File: config.mk
export PLATFORM = sky130hd
export DESIGN_NAME = db_ram_1p_mask
export DESIGN_NICKNAME = d
export VERILOG_FILES = /design/src/rtl/db_ram_pkg.sv /design/src/rtl/db_ram_lane_array.sv /design/src/rtl/db_ram_1p_mask.sv
export SDC_FILE = /design/constraint.sdc
export NUM_CORES = 1
export LEC_CHECK = 0
export CAP_MARGIN = 20
export CORE_MARGIN = 2
export CORE_UTILIZATION = 50
export CTS_CLUSTER_SIZE = 28
export DETAILED_ROUTE_END_ITERATION = 8
export PLACE_DENSITY = 0.69
export SLEW_MARGIN = 25
export SYNTH_ARGS = -nofsm -noshare
export SYNTH_HDL_FRONTEND = slang
export SYNTH_SLANG_ARGS = --single-unit
File: constraint.sdc
create_clock -name clk -period 5 [get_ports clk]
set_input_delay 0.5 -clock clk [delete_from_list [all_inputs] [get_ports clk]]
set_output_delay 0.5 -clock clk [all_outputs]
set_load 0.05 [all_outputs]
File: src/rtl/db_ram_pkg.sv
// Shared types and helpers for the deblocking-filter 1p buffer RAM.
package db_ram_pkg;

    typedef enum logic {
        ST_IDLE  = 1'b0,
        ST_CLEAR = 1'b1
    } state_t;

    // Widest lane the parity helper accepts; narrower lanes are zero-extended.
    localparam int PAR_MAX_W = 64;

    function automatic int lanes(input int word_w, input int lane_w);
        return word_w / lane_w;
    endfunction

    // Even parity: the returned bit makes the lane plus parity carry an even count of ones.
    function automatic logic lane_parity(input logic [PAR_MAX_W-1:0] v);
        return ^v;
    endfunction

endpackage

File: src/rtl/db_ram_lane_array.sv
// Storage array with per-lane write enables; the read port is combinational and the
// owning block registers it, so reads complete on the clock edge after the address.
module db_ram_lane_array
    import db_ram_pkg::*;
#(
    parameter int ADDR_WIDTH = 3,
    parameter int LANES      = 16,
    parameter int CELL_W     = 8
) (
    input  logic                    clk,
    input  logic [LANES-1:0]        i_we,
    input  logic [ADDR_WIDTH-1:0]   i_addr,
    input  logic [LANES*CELL_W-1:0] i_wdata,
    output logic [LANES*CELL_W-1:0] o_rdata
);

    localparam int DEPTH = 2**ADDR_WIDTH;

    logic [LANES*CELL_W-1:0] r_mem [DEPTH];

    always_ff @(posedge clk) begin
        for (int k = 0; k < LANES; k++) begin
            if (i_we[k]) begin
                r_mem[i_addr][k*CELL_W +: CELL_W] <= i_wdata[k*CELL_W +: CELL_W];
            end
        end
    end

    assign o_rdata = r_mem[i_addr];

endmodule

File: src/rtl/db_ram_1p_mask.sv
// Single-port lane-masked buffer RAM with registered read, output enable and a clear
// sequencer. Define DB_RAM_PARITY_EN to store per-lane even parity and drive err_o.
module db_ram_1p_mask
    import db_ram_pkg::*;
#(
    parameter int                    WORD_WIDTH = 128,
    parameter int                    ADDR_WIDTH = 3,
    parameter int                    LANE_WIDTH = 8,
    parameter logic [LANE_WIDTH-1:0] INIT_VALUE = '0,
    localparam int                   LANES      = lanes(WORD_WIDTH, LANE_WIDTH)
) (
    input  logic                  clk,
    input  logic                  rst,
    input  logic                  cen_i,
    input  logic                  wen_i,
    input  logic                  oen_i,
    input  logic [LANES-1:0]      bwen_i,
    input  logic [ADDR_WIDTH-1:0] addr_i,
    input  logic [WORD_WIDTH-1:0] data_i,
    input  logic                  init_i,
    output logic [WORD_WIDTH-1:0] data_o,
    output logic                  busy_o,
    output logic                  err_o
);

`ifdef DB_RAM_PARITY_EN
    localparam int PAR_W = 1;
`else
    localparam int PAR_W = 0;
`endif
    localparam int CELL_W = LANE_WIDTH + PAR_W;
    localparam int ARR_W  = LANES * CELL_W;

    if (WORD_WIDTH % LANE_WIDTH != 0) begin : g_bad_width
        $error("db_ram_1p_mask: WORD_WIDTH must be a multiple of LANE_WIDTH");
    end

    state_t                r_state;
    state_t                w_state_nx;
    logic [ADDR_WIDTH-1:0] r_cnt;
    logic [ADDR_WIDTH-1:0] w_cnt_nx;
    logic [WORD_WIDTH-1:0] r_rd;
    logic                  w_clear;
    logic                  w_rd_en;
    logic [LANES-1:0]      w_we;
    logic [ADDR_WIDTH-1:0] w_addr;
    logic [ARR_W-1:0]      w_wdata;
    logic [ARR_W-1:0]      w_rdata;
    logic [WORD_WIDTH-1:0] w_rword;

    always_ff @(posedge clk or posedge rst) begin
        if (rst) begin
            r_state <= ST_CLEAR;
            r_cnt   <= '0;
        end else begin
            r_state <= w_state_nx;
            r_cnt   <= w_cnt_nx;
        end
    end

    // A clear request always restarts the sweep from address 0, even mid-clear.
    always_comb begin
        w_state_nx = r_state;
        w_cnt_nx   = r_cnt;
        case (r_state)
            ST_CLEAR: begin
                if (init_i) begin
                    w_cnt_nx = '0;
                end else if (r_cnt == {ADDR_WIDTH{1'b1}}) begin
                    w_state_nx = ST_IDLE;
                    w_cnt_nx   = '0;
                end else begin
                    w_cnt_nx = r_cnt + 1'b1;
                end
            end
            default: begin
                if (init_i) begin
                    w_state_nx = ST_CLEAR;
                    w_cnt_nx   = '0;
                end
            end
        endcase
    end

    assign w_clear = (r_state == ST_CLEAR);
    assign w_rd_en = !w_clear && !cen_i && wen_i;

    always_comb begin
        w_we    = '0;
        w_addr  = addr_i;
        w_wdata = '0;
        if (w_clear) begin
            w_we   = '1;
            w_addr = r_cnt;
        end else if (!cen_i && !wen_i) begin
            w_we = ~bwen_i;
        end
        for (int k = 0; k < LANES; k++) begin
            w_wdata[k*CELL_W +: LANE_WIDTH] = w_clear ? INIT_VALUE
                                                      : data_i[k*LANE_WIDTH +: LANE_WIDTH];
`ifdef DB_RAM_PARITY_EN
            w_wdata[k*CELL_W + LANE_WIDTH] =
                lane_parity(PAR_MAX_W'(w_wdata[k*CELL_W +: LANE_WIDTH]));
`endif
        end
    end

    db_ram_lane_array #(
        .ADDR_WIDTH (ADDR_WIDTH),
        .LANES      (LANES),
        .CELL_W     (CELL_W)
    ) u_array (
        .clk     (clk),
        .i_we    (w_we),
        .i_addr  (w_addr),
        .i_wdata (w_wdata),
        .o_rdata (w_rdata)
    );

    always_comb begin
        w_rword = '0;
        for (int k = 0; k < LANES; k++) begin
            w_rword[k*LANE_WIDTH +: LANE_WIDTH] = w_rdata[k*CELL_W +: LANE_WIDTH];
        end
    end

    // Read register: loads only on an idle-state read, otherwise holds.
    always_ff @(posedge clk or posedge rst) begin
        if (rst) begin
            r_rd <= '0;
        end else if (w_rd_en) begin
            r_rd <= w_rword;
        end
    end

`ifdef DB_RAM_PARITY_EN
    logic w_perr;
    logic r_err;

    always_comb begin
        w_perr = 1'b0;
        for (int k = 0; k < LANES; k++) begin
            w_perr = w_perr | (^w_rdata[k*CELL_W +: CELL_W]);
        end
    end

    // Sticky; a clear request or an active sweep wipes it.
    always_ff @(posedge clk or posedge rst) begin
        if (rst) begin
            r_err <= 1'b0;
        end else if (init_i || w_clear) begin
            r_err <= 1'b0;
        end else if (w_rd_en && w_perr) begin
            r_err <= 1'b1;
        end
    end

    assign err_o = r_err;
`else
    assign err_o = 1'b0;
`endif

    assign data_o = oen_i ? '0 : r_rd;
    assign busy_o = w_clear;

endmodule
==> summary by stage <==
Synthesis
The number of enable flip-flop cells after synthesis is 1024. Summing the sequential cell areas from Yosys gives 75.2% of the chip area. The synthesized netlist occupies a cell area of 0.0453 mm². The number of nets in the synthesized netlist is 3210.

The count of distinct cell types in the synthesized netlist is 57. Sorting the synthesized cells by area gives the leading types as sky130_fd_sc_hd__edfxtp_1 68%, sky130_fd_sc_hd__dfrtp_1 7.2%, sky130_fd_sc_hd__nor2b_1 3.6%, sky130_fd_sc_hd__a21oi_1 2.4%, sky130_fd_sc_hd__nor2_1 2.4%. The number of instances in the synthesized netlist is 3055. The library cell with the largest summed area after synthesis is sky130_fd_sc_hd__edfxtp_1. The register bit count reported by yosys is 1156.

The fraction of synthesized cell area taken by the top area cell type is 67.9%. The share of synthesized registers carrying an async set or reset is 11.4%. The number of warnings reported in the yosys synthesis log is 0.

The mean area per synthesized cell is 14.8 µm². The most used flip-flop cell after synthesis is sky130_fd_sc_hd__edfxtp_1.

CTS
In this run, CTS created clock tree buffers numbering 109. The maximum clock path buffer count is 3. In this run the number of H-tree levels came out at 3.

The clock latency at the later pin of the worst-skew pair is 0.69 ns. The cell sitting at the root of the clock tree is a sky130_fd_sc_hd__clkbuf_16. Post-CTS timing repair inserted 0 buffers for setup. The clock tree from TritonCTS is yes. The tree built by TritonCTS fans out to 1156 sinks. The number of hold buffers added after CTS was 0. The number of gates resized after CTS was 0. The clock transition at the registers of the reported paths is 0.06 ns.

Drt
The first-pass detailed-route iteration total is 6. The antenna violation net count after detailed routing is 0. The highest layer touched by signal routing is met5.

After detailed routing, the wire length on met1 is 50100 µm. The sum of met2 wire segment lengths after detailed routing is 63700 µm. After detailed routing, the total wire length is 136000 µm.

The met3 wire length is 15400 µm. The number of remaining DRC errors is 0. After detailed routing, the average wire length per cell comes to 29.7 µm. The via density per instance is 6.37.

The routed layout has 29059 vias. For this block, the initial DRC count from the detailed router was 3640.

Cells and area
The layout cell share with drive strength beyond 1 is 8.95%. Leaving out fill and tap cells, the most frequent cell in the layout is sky130_fd_sc_hd__edfxtp_1. In the layout the commonest cells are 1024 x sky130_fd_sc_hd__edfxtp_1, 280 x sky130_fd_sc_hd__clkdlybuf4s50_1, 279 x sky130_fd_sc_hd__nand2_1. The final-layout fill cell count is 6677.

The count of nets after finishing is 3446. 0 antenna diodes ended up in the layout. The signed area change from the synthesized netlist to the final layout is 17.5%.

Summing all non-filler instances in the final layout gives an area of 0.0532 mm².

Global routing
The wire length of the first global-routing pass is 196000 µm. The maximum number of pins on one net before global-route repair is 128. The initial antenna violation count came to 4. Global routing used 28.9% of the available tracks across all layers. The remaining global-route overflow is 0. The via count of the first global-routing pass is 29439.

STA
Setup repair after global routing left no endpoint under its margin. The peak clock frequency supported by timing is 0.281 GHz. The final worst-path setup slack is 1.44 ns.

The count of final hold-check violations is 0. The accumulated negative setup slack is 0 ns. The final clock skew is 0.0285 ns. The post-layout minimum cycle time is 3.56 ns. Final hold analysis gives a worst-case slack of 0.422 ns.

The count of pins over their slew limit is 0. The count of endpoints failing setup in the final report is 0. In this run the tightest slew margin relative to its limit is 21.2%.

For the pin with the worst max-slew slack, the measured transition is 1.18 ns. The final clock period utilization by the worst path is 71.3%.

Die
The die covers 0.0929 mm². The number of standard-cell rows in the floorplan is 110. The initial utilization of the core area, before any placement, comes to 50.4%. Measured along the y axis, the die boundary spans 305 µm. 283 I/O pins were placed. In this run the horizontal extent of the chip is 305 µm. The core footprint is 0.0899 mm².

Placement
The post-place instance area is 0.0494 mm². The half-perimeter wire length of the detailed placement result is 81400 µm. The global placer's final weighted congestion is 0.842. The pre-CTS setup slack is 1.16 ns. The count of buffers added on input and output ports is 281.

Worst setup path
The biggest fanout along the worst timing path is 34. The number of buffers and inverters on the critical path is 2. The critical path start-end classification is flop to output port. The terminus of the critical flop-to-flop path is r_rd[60]. The delay of the slowest critical-path stage is 0.92 ns. The largest individual stage delay along the critical path comes from the cell sky130_fd_sc_hd__dfstp_4. The data arrival time at the worst-slack endpoint is 3.06 ns. The worst register-to-register path begins at busy_o.

Traced cell by cell, the critical path runs through buf_4 -> clkdlybuf4s50_1. The length in cells of the worst reg-to-reg path is 7. Setup slack on the worst reg-to-reg path comes out at 1.50 ns. On the critical path the largest part of the delay comes from buffers and inverters. The capturing element type of the critical path is an output port.

The kind of launch point of the worst setup path is a flop. At the worst endpoint, the required time is 4.50 ns.

Flow run
The number of max-cap violations is 0.

Worst hold path
The worst hold path belongs to the class input pin to asynchronous set/reset pin.

Power and ir drop
In this run the static leakage power is 18.0 nW. Across the VDD grid, the largest voltage drop is 0.000337 V. The total power per unit cell area is 429 mW/mm².

Run status
The flow ran to the end, and the final reports show no timing, DRC or antenna violations.
## cell families (layout without fill, tap and decap cells)
group / after synthesis / after routing / share of synthesized area (%)
other: 1 / 1 / 0.00828
AO/OA/AOI/OAI: 702 / 702 / 11.3
multiplexers: 101 / 101 / 2.44
buffers and inverters: 217 / 549 / 2.10
AND/OR/NAND/NOR: 876 / 876 / 8.90
adder cells (fa/ha/maj): 2 / 2 / 0.0553
flip-flops: 1156 / 1156 / 75.2
## final cells by class
type / count / area [µm²] / area share [%]
tap: 1176 / 1470 / 2.77
clock buffer: 141 / 2970 / 5.59
multi-input combinational: 1682 / 10500 / 19.8
clock inverter: 66 / 776 / 1.46
timing repair buffer: 340 / 3360 / 6.31
sequential: 1156 / 34100 / 64.1
inverter: 2 / 12.5 / 0.0235
## power breakdown
part | switching [W] | internal (W)
sequential | 0.000317 | 0.0111
clock | 0.00361 | 0.00499
combinational | 0.00188 | 0.000914
## how the worst max path moves through the flow
| stage | to | slack (ns) | depth (start not counted) | start |
|---|---|---|---|---|
| after floorplan | r_cnt[0] | 0.98 | 1 | rst |
| after global placement | r_rd[34] | 1.27 | 8 | addr_i[1] |
| after detailed placement | r_rd[66] | 1.16 | 8 | addr_i[1] |
| after CTS | busy_o | 1.43 | 2 | busy_o |
| after global routing | busy_o | 1.39 | 2 | busy_o |
| final | busy_o | 1.44 | 2 | busy_o |
## routing by layer
| metal | global-route usage, % | up-vias |
|---|---|---|
| li1 | - | 12170 |
| met1 | 37.8 | 14536 |
| met2 | 46.1 | 2004 |
| met3 | 6.03 | 345 |
| met4 | 14.2 | 4 |
| met5 | 0 | - |
## Yosys cell counts (4+ instances only)
library cell,number
sky130_fd_sc_hd__o2bb2ai_1,19
sky130_fd_sc_hd__o22ai_1,41
sky130_fd_sc_hd__o21a_1,12
sky130_fd_sc_hd__nor2b_1,258
sky130_fd_sc_hd__nand2b_1,5
sky130_fd_sc_hd__nand3_1,31
sky130_fd_sc_hd__a22oi_1,61
sky130_fd_sc_hd__dfrtp_1,131
sky130_fd_sc_hd__clkbuf_1,119
sky130_fd_sc_hd__buf_4,7
sky130_fd_sc_hd__buf_2,70
sky130_fd_sc_hd__a21oi_1,216
sky130_fd_sc_hd__a31oi_1,46
sky130_fd_sc_hd__o22a_1,28
sky130_fd_sc_hd__o211ai_1,14
sky130_fd_sc_hd__o32a_1,27
sky130_fd_sc_hd__nand2_1,280
sky130_fd_sc_hd__a2111oi_0,20
sky130_fd_sc_hd__a222oi_1,32
sky130_fd_sc_hd__a221oi_1,85
sky130_fd_sc_hd__edfxtp_1,1024
sky130_fd_sc_hd__nor2_1,288
sky130_fd_sc_hd__a32oi_1,4
sky130_fd_sc_hd__mux2i_1,74
sky130_fd_sc_hd__mux2_2,13
sky130_fd_sc_hd__buf_1,16
sky130_fd_sc_hd__mux2_4,11
sky130_fd_sc_hd__a221o_1,21
sky130_fd_sc_hd__a22o_1,59
## flip-flops by register name, summed over array words and instances, names as in the netlist
signal	count
u_array.r_mem	1024
r_rd	128
busy_o	1
r_cnt	3
## per-stage QoR
stage / instances / total power [W] / util (%)
2_1_floorplan: 3055 / 0.0132 / -
3_3_place_gp: 4354 / 0.0143 / 54.9
3_5_place_dp: 4354 / 0.0144 / 54.9
4_1_cts: 4561 / 0.0228 / 59.1
5_1_grt: 4563 / 0.0234 / 59.2
6_report: 4563 / 0.0228 / 59.2
Note: power is estimated with default switching activity, not from simulation.
